$ cat src/rtl/regfile_pkg.sv
// Shared defaults and helpers for the scoreboarded register file with write bypass.
package regfile_pkg;

    localparam int DEF_DATA_W   = 32'sd32;
    localparam int DEF_ADDR_W   = 32'sd5;
    localparam bit DEF_ZERO_REG = 1'b1;

    // Counter must hold the full depth, so it is one bit wider than the address.
    function automatic int cnt_width(input int addr_w);
        return addr_w + 32'sd1;
    endfunction

endpackage

$ cat src/rtl/regfile_bypass_sb_rd.sv
// One read port: zero-register mask, same-cycle writeback bypass and busy gating.
module rf_read_port
    import regfile_pkg::*;
#(
    parameter int DATA_W   = DEF_DATA_W,
    parameter int ADDR_W   = DEF_ADDR_W,
    parameter bit ZERO_REG = DEF_ZERO_REG
) (
    input  logic [ADDR_W-1:0] rd_addr,
    input  logic [DATA_W-1:0] mem_data,
    input  logic              busy_bit,
    input  logic              wr_en,
    input  logic [ADDR_W-1:0] wr_addr,
    input  logic [DATA_W-1:0] wr_data,
    output logic [DATA_W-1:0] rd_data,
    output logic              rd_busy
);

    logic is_zero_s;
    logic hit_s;

    assign is_zero_s = ZERO_REG && (rd_addr == {ADDR_W{1'b0}});
    assign hit_s     = wr_en && (wr_addr == rd_addr);

    // A writeback to the addressed register supplies the data and resolves the hazard now.
    always_comb begin
        rd_data = mem_data;
        rd_busy = busy_bit;
        if (is_zero_s) begin
            rd_data = {DATA_W{1'b0}};
            rd_busy = 1'b0;
        end else if (hit_s) begin
            rd_data = wr_data;
            rd_busy = 1'b0;
        end else begin
            rd_data = mem_data;
            rd_busy = busy_bit;
        end
    end

endmodule

$ cat src/rtl/regfile_bypass_sb.sv
// Register file with two bypassed read ports and a per-register pending (scoreboard) bit.
module regfile_bypass_sb
    import regfile_pkg::*;
#(
    parameter int DATA_W   = DEF_DATA_W,
    parameter int ADDR_W   = DEF_ADDR_W,
    parameter bit ZERO_REG = DEF_ZERO_REG
) (
    input  logic                           clk,
    input  logic                           rst_n,
    input  logic [ADDR_W-1:0]              rd0_addr,
    input  logic [ADDR_W-1:0]              rd1_addr,
    output logic [DATA_W-1:0]              rd0_data,
    output logic [DATA_W-1:0]              rd1_data,
    output logic                           rd0_busy,
    output logic                           rd1_busy,
    input  logic                           wr_en,
    input  logic [ADDR_W-1:0]              wr_addr,
    input  logic [DATA_W-1:0]              wr_data,
    input  logic                           iss_en,
    input  logic [ADDR_W-1:0]              iss_addr,
    input  logic                           flush,
    output logic [cnt_width(ADDR_W)-1:0]   busy_cnt
);

    localparam int DEPTH = 32'sd1 << ADDR_W;
    localparam int CW    = cnt_width(ADDR_W);

    logic [DATA_W-1:0] mem_r [DEPTH];
    logic [DEPTH-1:0]  busy_r;
    logic [DEPTH-1:0]  busy_nxt_s;
    logic [CW-1:0]     cnt_r;
    logic [CW-1:0]     cnt_nxt_s;
    logic              wr_ok_s;
    logic              iss_ok_s;
    logic              set_new_s;
    logic              clr_done_s;

    assign wr_ok_s  = wr_en  && !(ZERO_REG && (wr_addr  == {ADDR_W{1'b0}}));
    assign iss_ok_s = iss_en && !(ZERO_REG && (iss_addr == {ADDR_W{1'b0}}));

    // A clear that is re-set by a same-address issue is not a net clear.
    assign set_new_s  = iss_ok_s && !busy_r[iss_addr];
    assign clr_done_s = wr_ok_s && busy_r[wr_addr] && !(iss_ok_s && (iss_addr == wr_addr));

    // Next busy vector and count; flush drops every pending mark and beats any issue.
    always_comb begin
        busy_nxt_s = busy_r;
        cnt_nxt_s  = cnt_r;
        if (flush) begin
            busy_nxt_s = {DEPTH{1'b0}};
            cnt_nxt_s  = {CW{1'b0}};
        end else begin
            if (wr_ok_s) begin
                busy_nxt_s[wr_addr] = 1'b0;
            end else begin
                busy_nxt_s = busy_nxt_s;
            end
            if (iss_ok_s) begin
                busy_nxt_s[iss_addr] = 1'b1;
            end else begin
                busy_nxt_s = busy_nxt_s;
            end
            cnt_nxt_s = cnt_r + {{(CW-1){1'b0}}, set_new_s} - {{(CW-1){1'b0}}, clr_done_s};
        end
    end

    // Storage; writes proceed during flush.
    always_ff @(posedge clk or negedge rst_n) begin
        if (!rst_n) begin
            for (int i = 0; i < DEPTH; i++) begin
                mem_r[i] <= {DATA_W{1'b0}};
            end
        end else if (wr_ok_s) begin
            mem_r[wr_addr] <= wr_data;
        end else begin
            mem_r[wr_addr] <= mem_r[wr_addr];
        end
    end

    // Scoreboard state.
    always_ff @(posedge clk or negedge rst_n) begin
        if (!rst_n) begin
            busy_r <= {DEPTH{1'b0}};
            cnt_r  <= {CW{1'b0}};
        end else begin
            busy_r <= busy_nxt_s;
            cnt_r  <= cnt_nxt_s;
        end
    end

    assign busy_cnt = cnt_r;

    rf_read_port #(.DATA_W(DATA_W), .ADDR_W(ADDR_W), .ZERO_REG(ZERO_REG)) u_rd0 (
        .rd_addr  (rd0_addr),
        .mem_data (mem_r[rd0_addr]),
        .busy_bit (busy_r[rd0_addr]),
        .wr_en    (wr_en),
        .wr_addr  (wr_addr),
        .wr_data  (wr_data),
        .rd_data  (rd0_data),
        .rd_busy  (rd0_busy)
    );

    rf_read_port #(.DATA_W(DATA_W), .ADDR_W(ADDR_W), .ZERO_REG(ZERO_REG)) u_rd1 (
        .rd_addr  (rd1_addr),
        .mem_data (mem_r[rd1_addr]),
        .busy_bit (busy_r[rd1_addr]),
        .wr_en    (wr_en),
        .wr_addr  (wr_addr),
        .wr_data  (wr_data),
        .rd_data  (rd1_data),
        .rd_busy  (rd1_busy)
    );

endmodule

$ cat config.mk
export PLATFORM = sky130hd
export DESIGN_NAME = regfile_bypass_sb
export DESIGN_NICKNAME = d
export VERILOG_FILES = /design/src/rtl/regfile_pkg.sv /design/src/rtl/regfile_bypass_sb_rd.sv /design/src/rtl/regfile_bypass_sb.sv
export SDC_FILE = /design/constraint.sdc
export NUM_CORES = 2
export LEC_CHECK = 0
export ABC_CLOCK_PERIOD_IN_PS = 6990
export CAP_MARGIN = 20
export CORE_MARGIN = 8
export CORE_UTILIZATION = 68
export DETAILED_ROUTE_END_ITERATION = 6
export PLACE_DENSITY = 0.93
export SYNTH_ARGS = -nofsm -noshare
export SYNTH_HDL_FRONTEND = slang
export SYNTH_SLANG_ARGS = --single-unit
$ cat constraint.sdc
create_clock -name clk -period 6.99 [get_ports clk]
set_input_delay 1.398 -clock clk [delete_from_list [all_inputs] [get_ports clk]]
set_output_delay 1.398 -clock clk [all_outputs]
set_load 0.005 [all_outputs]
==> results.json, run 1 <==
{
  "yosys_warnings": 0,
  "netlist_area_mm2": 0.0640,
  "grt_max_degree": 179,
  "syn_inst": 5783,
  "ctsHoldBuffers": 0,
  "lastStage": "5_1_grt",
  "synth_nets": 5847,
  "overflow": 100,
  "cts_num_sinks": 1062,
  "antenna_found_initial": 74,
  "cts-root-buf": "clkbuf_16",
  "ys_seq_elements": 1062,
  "numPortBuffers": 128,
  "clockBufferDepth": 3,
  "worstEndpointType": "top-level output",
  "cts_setup_buffers": 0,
  "synth_area_leaders": "dfrtp_1 42%, mux4_2 25%, nand2_1 7.0%",
  "cts_resized": 0,
  "grt_use_total_pct": 76.9,
  "boundaryPins": 129,
  "dp.cells": 6635,
  "firstError": "[ERROR GRT-0232] Routing congestion too high. Check the congestion heatmap in the GUI.",
  "fp.dieH_um": 323,
  "grt-worst-endpoint": "rd0_busy",
  "dp_hpwl_mm": 143,
  "die_x_um": 323,
  "synth_top_area_share_pct": 41.5,
  "rows": 112,
  "htreeDepth": 3,
  "yosysTopAreaCell": "dfrtp_1",
  "yosysMostFrequentCell": "nand2_1",
  "ys_types": 72,
  "synth_edf_count": 0,
  "syn_avg_cell_area_um2": 11.1,
  "synthFlopType": "dfrtp_1",
  "async_flop_share_pct": 100,
  "status": "did not finish",
  "initial_core_util_pct": 68.5,
  "synth-seq-area-share_pct": 41.5,
  "cts_made_buffers": 107,
  "placed_area_mm2": 0.0656,
  "synth_common_cells": "1197 x nand2_1, 1062 x dfrtp_1, 778 x o21ai_0",
  "gp_congestion": 0.968
}
-- per-stage QoR --
step / utilization, % / setup WS, ps
after floorplan: - / 2320
after CTS: 74.5 / 706
after global placement: 70.2 / 888
after detailed placement: 70.3 / 868
-- routing by layer --
layer  GRT overflow  GRT usage (%)
met3             13           77.7
met2             30           86.9
met1             10           70.9
met5              3           63.2
met4             44           71.4
-- cells by family after synthesis --
group | Yosys count | synth area share [%]
simple gates | 1473 | 9.37
xor+xnor | 19 | 0.260
flops | 1062 | 41.5
fa+ha+maj | 7 | 0.149
buf+inv | 686 | 4.85
compound gates | 1587 | 14.8
mux | 949 | 29.0
==> run 2: changes to the inputs <==
CORE_UTILIZATION = 40   (was 68)
PLACE_DENSITY = unset   (was 0.93)
PLACE_DENSITY_LB_ADDON = 0.15   (was unset)
==> run 2 against run 1 <==
  * The flow now finishes, with violations (DRC)
  * Synthesized cell count did not move
  * Synthesized area unchanged
==> results.json, run 2 <==
{
  "status": "finished with violations",
  "failed_checks": "DRC",
  "worst_pin_slew_ps": 1230,
  "setup.worst_path.end_class": "output port",
  "worstSetupPathType": "input pin to output port",
  "min_period_ps": 6720,
  "vias": 51726,
  "regToRegSetupSlack_ps": 3570,
  "synthFlopType": "dfrtp_1",
  "dp_hpwl_mm": 169,
  "clkPwrFrac_pct": 30.7,
  "fp.dieH_um": 416,
  "comb_power_share_pct": 26.9,
  "drt_iter0_drc": 6449,
  "yosysMostFrequentCell": "nand2_1",
  "syn_inst": 5783,
  "gp_congestion": 0.910,
  "sequentialPowerShare_pct": 42.4,
  "initial_core_util_pct": 40.3,
  "final_antenna_net_count": 0,
  "synth_area_leaders": "dfrtp_1 42%, mux4_2 25%, nand2_1 7.0%",
  "regMostFlops": "mem_r",
  "grt_setup_unrepaired": "no",
  "drt-vias-per-instance": 6.63,
  "htreeDepth": 3,
  "grt_pass1_vias": 50518,
  "ctsHoldBuffers": 0,
  "hold_ws_ps": 402,
  "nNetsFinal": 5689,
  "cts_resized": 0,
  "ys_types": 72,
  "synth_nets": 5847,
  "cts-root-buf": "clkbuf_16",
  "cts_made_buffers": 120,
  "crit_path_max_fanout": 15,
  "tns_ps": 0,
  "peakVddDrop_mv": 0.227,
  "internal_power_w": 0.0141,
  "multi_input_area_mm2": 0.0347,
  "fin_crit_sh_pct": 96.1,
  "setup_viol": 0,
  "hold_violations": 0,
  "switching_power_w": 0.00700,
  "grt_use_total_pct": 31.1,
  "dr_wl_met2_mm": 124,
  "async_flop_share_pct": 100,
  "path_delay_family": "buffers and inverters",
  "min-delay-path-class": "flop to flop",
  "die-area_mm2": 0.173,
  "netlist_area_mm2": 0.0640,
  "clk_latency_ps": 790,
  "firstDrtPassIters": 7,
  "swShare_pct": 33.1,
  "largest_reg_flops": 1024,
  "crit_required_ps": 5590,
  "dp.cells": 7573,
  "cts_num_sinks": 1062,
  "utilization_pct": 45.3,
  "fin_cells": 7805,
  "synth_common_cells": "1197 x nand2_1, 1062 x dfrtp_1, 778 x o21ai_0",
  "rows": 146,
  "seq_area_mm2": 0.0266,
  "areaGrowthSynthToFinish_pct": 12.3,
  "drv_slew": 0,
  "cpPeakStageDelay_ps": 960,
  "routed_wl_mm": 274,
  "cp_slowest_cell": "a2111oi_1",
  "skew_ps": 43.8,
  "synth-seq-area-share_pct": 41.5,
  "wl_per_cell_um": 35.2,
  "max_freq_mhz": 149,
  "worst_path_most_repeated_cell": "buf_4",
  "grt_pass1_wl_mm": 393,
  "synth_edf_count": 0,
  "n_fill_cell": 14665,
  "drive_gt1_share_pct": 23.6,
  "path_cells": "clkdlybuf4s50_1, buf_4, xnor2_1, nand4_1, nor3_4, buf_4, a2111oi_0, a2111oi_1, buf_4, clkdlybuf4s50_1",
  "most-common-layout-cells": "1166 x nand2_1, 1062 x dfrtp_1, 778 x o21ai_0",
  "drv_cap": 0,
  "power_density_mw_per_mm2": 294,
  "drt-met1-wl_mm": 106,
  "routed.top_layer": "met5",
  "critPathBufInv": 5,
  "overflow": 0,
  "ys_seq_elements": 1062,
  "cts.clk_slew.worst_paths_ps": 60,
  "cts_tree": "done",
  "relSlewSlack_pct": 18.2,
  "boundaryPins": 129,
  "grt_max_degree": 164,
  "coreArea_mm2": 0.159,
  "antenna_found_initial": 9,
  "synth_top_area_share_pct": 41.5,
  "layout_commonest_cell": "nand2_1",
  "dr_wl_met3_mm": 26.1,
  "clockBufferDepth": 3,
  "syn_avg_cell_area_um2": 11.1,
  "numPortBuffers": 128,
  "cts_setup_buffers": 0,
  "crit_arrival_ps": 5320,
  "yosysTopAreaCell": "dfrtp_1",
  "startpoint_type": "input pin",
  "yosys_warnings": 0,
  "remaining_drc_errors": 5,
  "cellLeakagePower_nw": 30.0,
  "die_x_um": 416
}
==> run 2: path summary, 6_finish.rpt <==
| check | from | end | depth (start not counted) |
|---|---|---|---|
| hold / removal | mem_r[1020] | mem_r[1020] | 0 |
| setup reg to reg | busy_r[0] | busy_cnt[5] | 12 |
| min in group asynchronous | rst_n | mem_r[303] | 1 |
| setup / recovery | wr_addr[4] | rd0_data[19] | 10 |
| max in group asynchronous | rst_n | mem_r[962] | 2 |
| hold reg to reg | mem_r[1020] | mem_r[1020] | 0 |
==> run 2: logic make-up after synthesis <==
logic type,Yosys count,synth area share (%)
compound gates,1587,14.8
xor+xnor,19,0.260
fa+ha+maj,7,0.149
buf+inv,686,4.85
flops,1062,41.5
mux,949,29.0
simple gates,1473,9.37
==> run 2: cell type report <==
cell class | count | share of cell area, %
multi-input combinational | 4035 | 48.4
sequential | 1062 | 37.0
timing repair buffer | 390 | 5.35
clock buffer | 184 | 5.06
tap | 2072 | 3.61
clock inverter | 36 | 0.476
inverter | 16 | 0.0888
antenna | 10 | 0.0348
==> run 2: metal layers <==
metal / vias up / GRT usage (%)
met5: - / 0
met4: 8 / 17.4
met3: 762 / 6.87
met2: 3022 / 48.0
met1: 26542 / 40.9
li1: 21392 / -
==> run 2: per-stage QoR <==
step                power (W)  instance area, µm²  setup slack (ps)
global placement       0.0145               67700               355
finish                 0.0211               71800               275
global route           0.0221               71800               322
detailed placement     0.0146               67800               341
floorplan              0.0125               64000              2320
CTS                    0.0211               71800               323
==> run 2: worst register-to-register path, delay by kind of cell (launching register included) <==
kind	cells	cell delay, ps
AOI/OAI and AO/OA	5	810
and+or+nand+nor	1	160
muxes	3	1320
buffers and inverters	1	40
DFF	1	440
adders and majority gates	2	540
==> run 2: power groups by stage <==
stage          Sequential, W  Combinational (W)  Clock (W)
5_1_grt              0.00917            0.00613    0.00681
2_1_floorplan        0.00854            0.00399          0
3_3_place_gp         0.00894            0.00554          0
6_report             0.00896            0.00568    0.00650
4_1_cts              0.00892            0.00563    0.00657
3_5_place_dp         0.00902            0.00562          0
No activity file was read; power rests on OpenSTA's default activity.
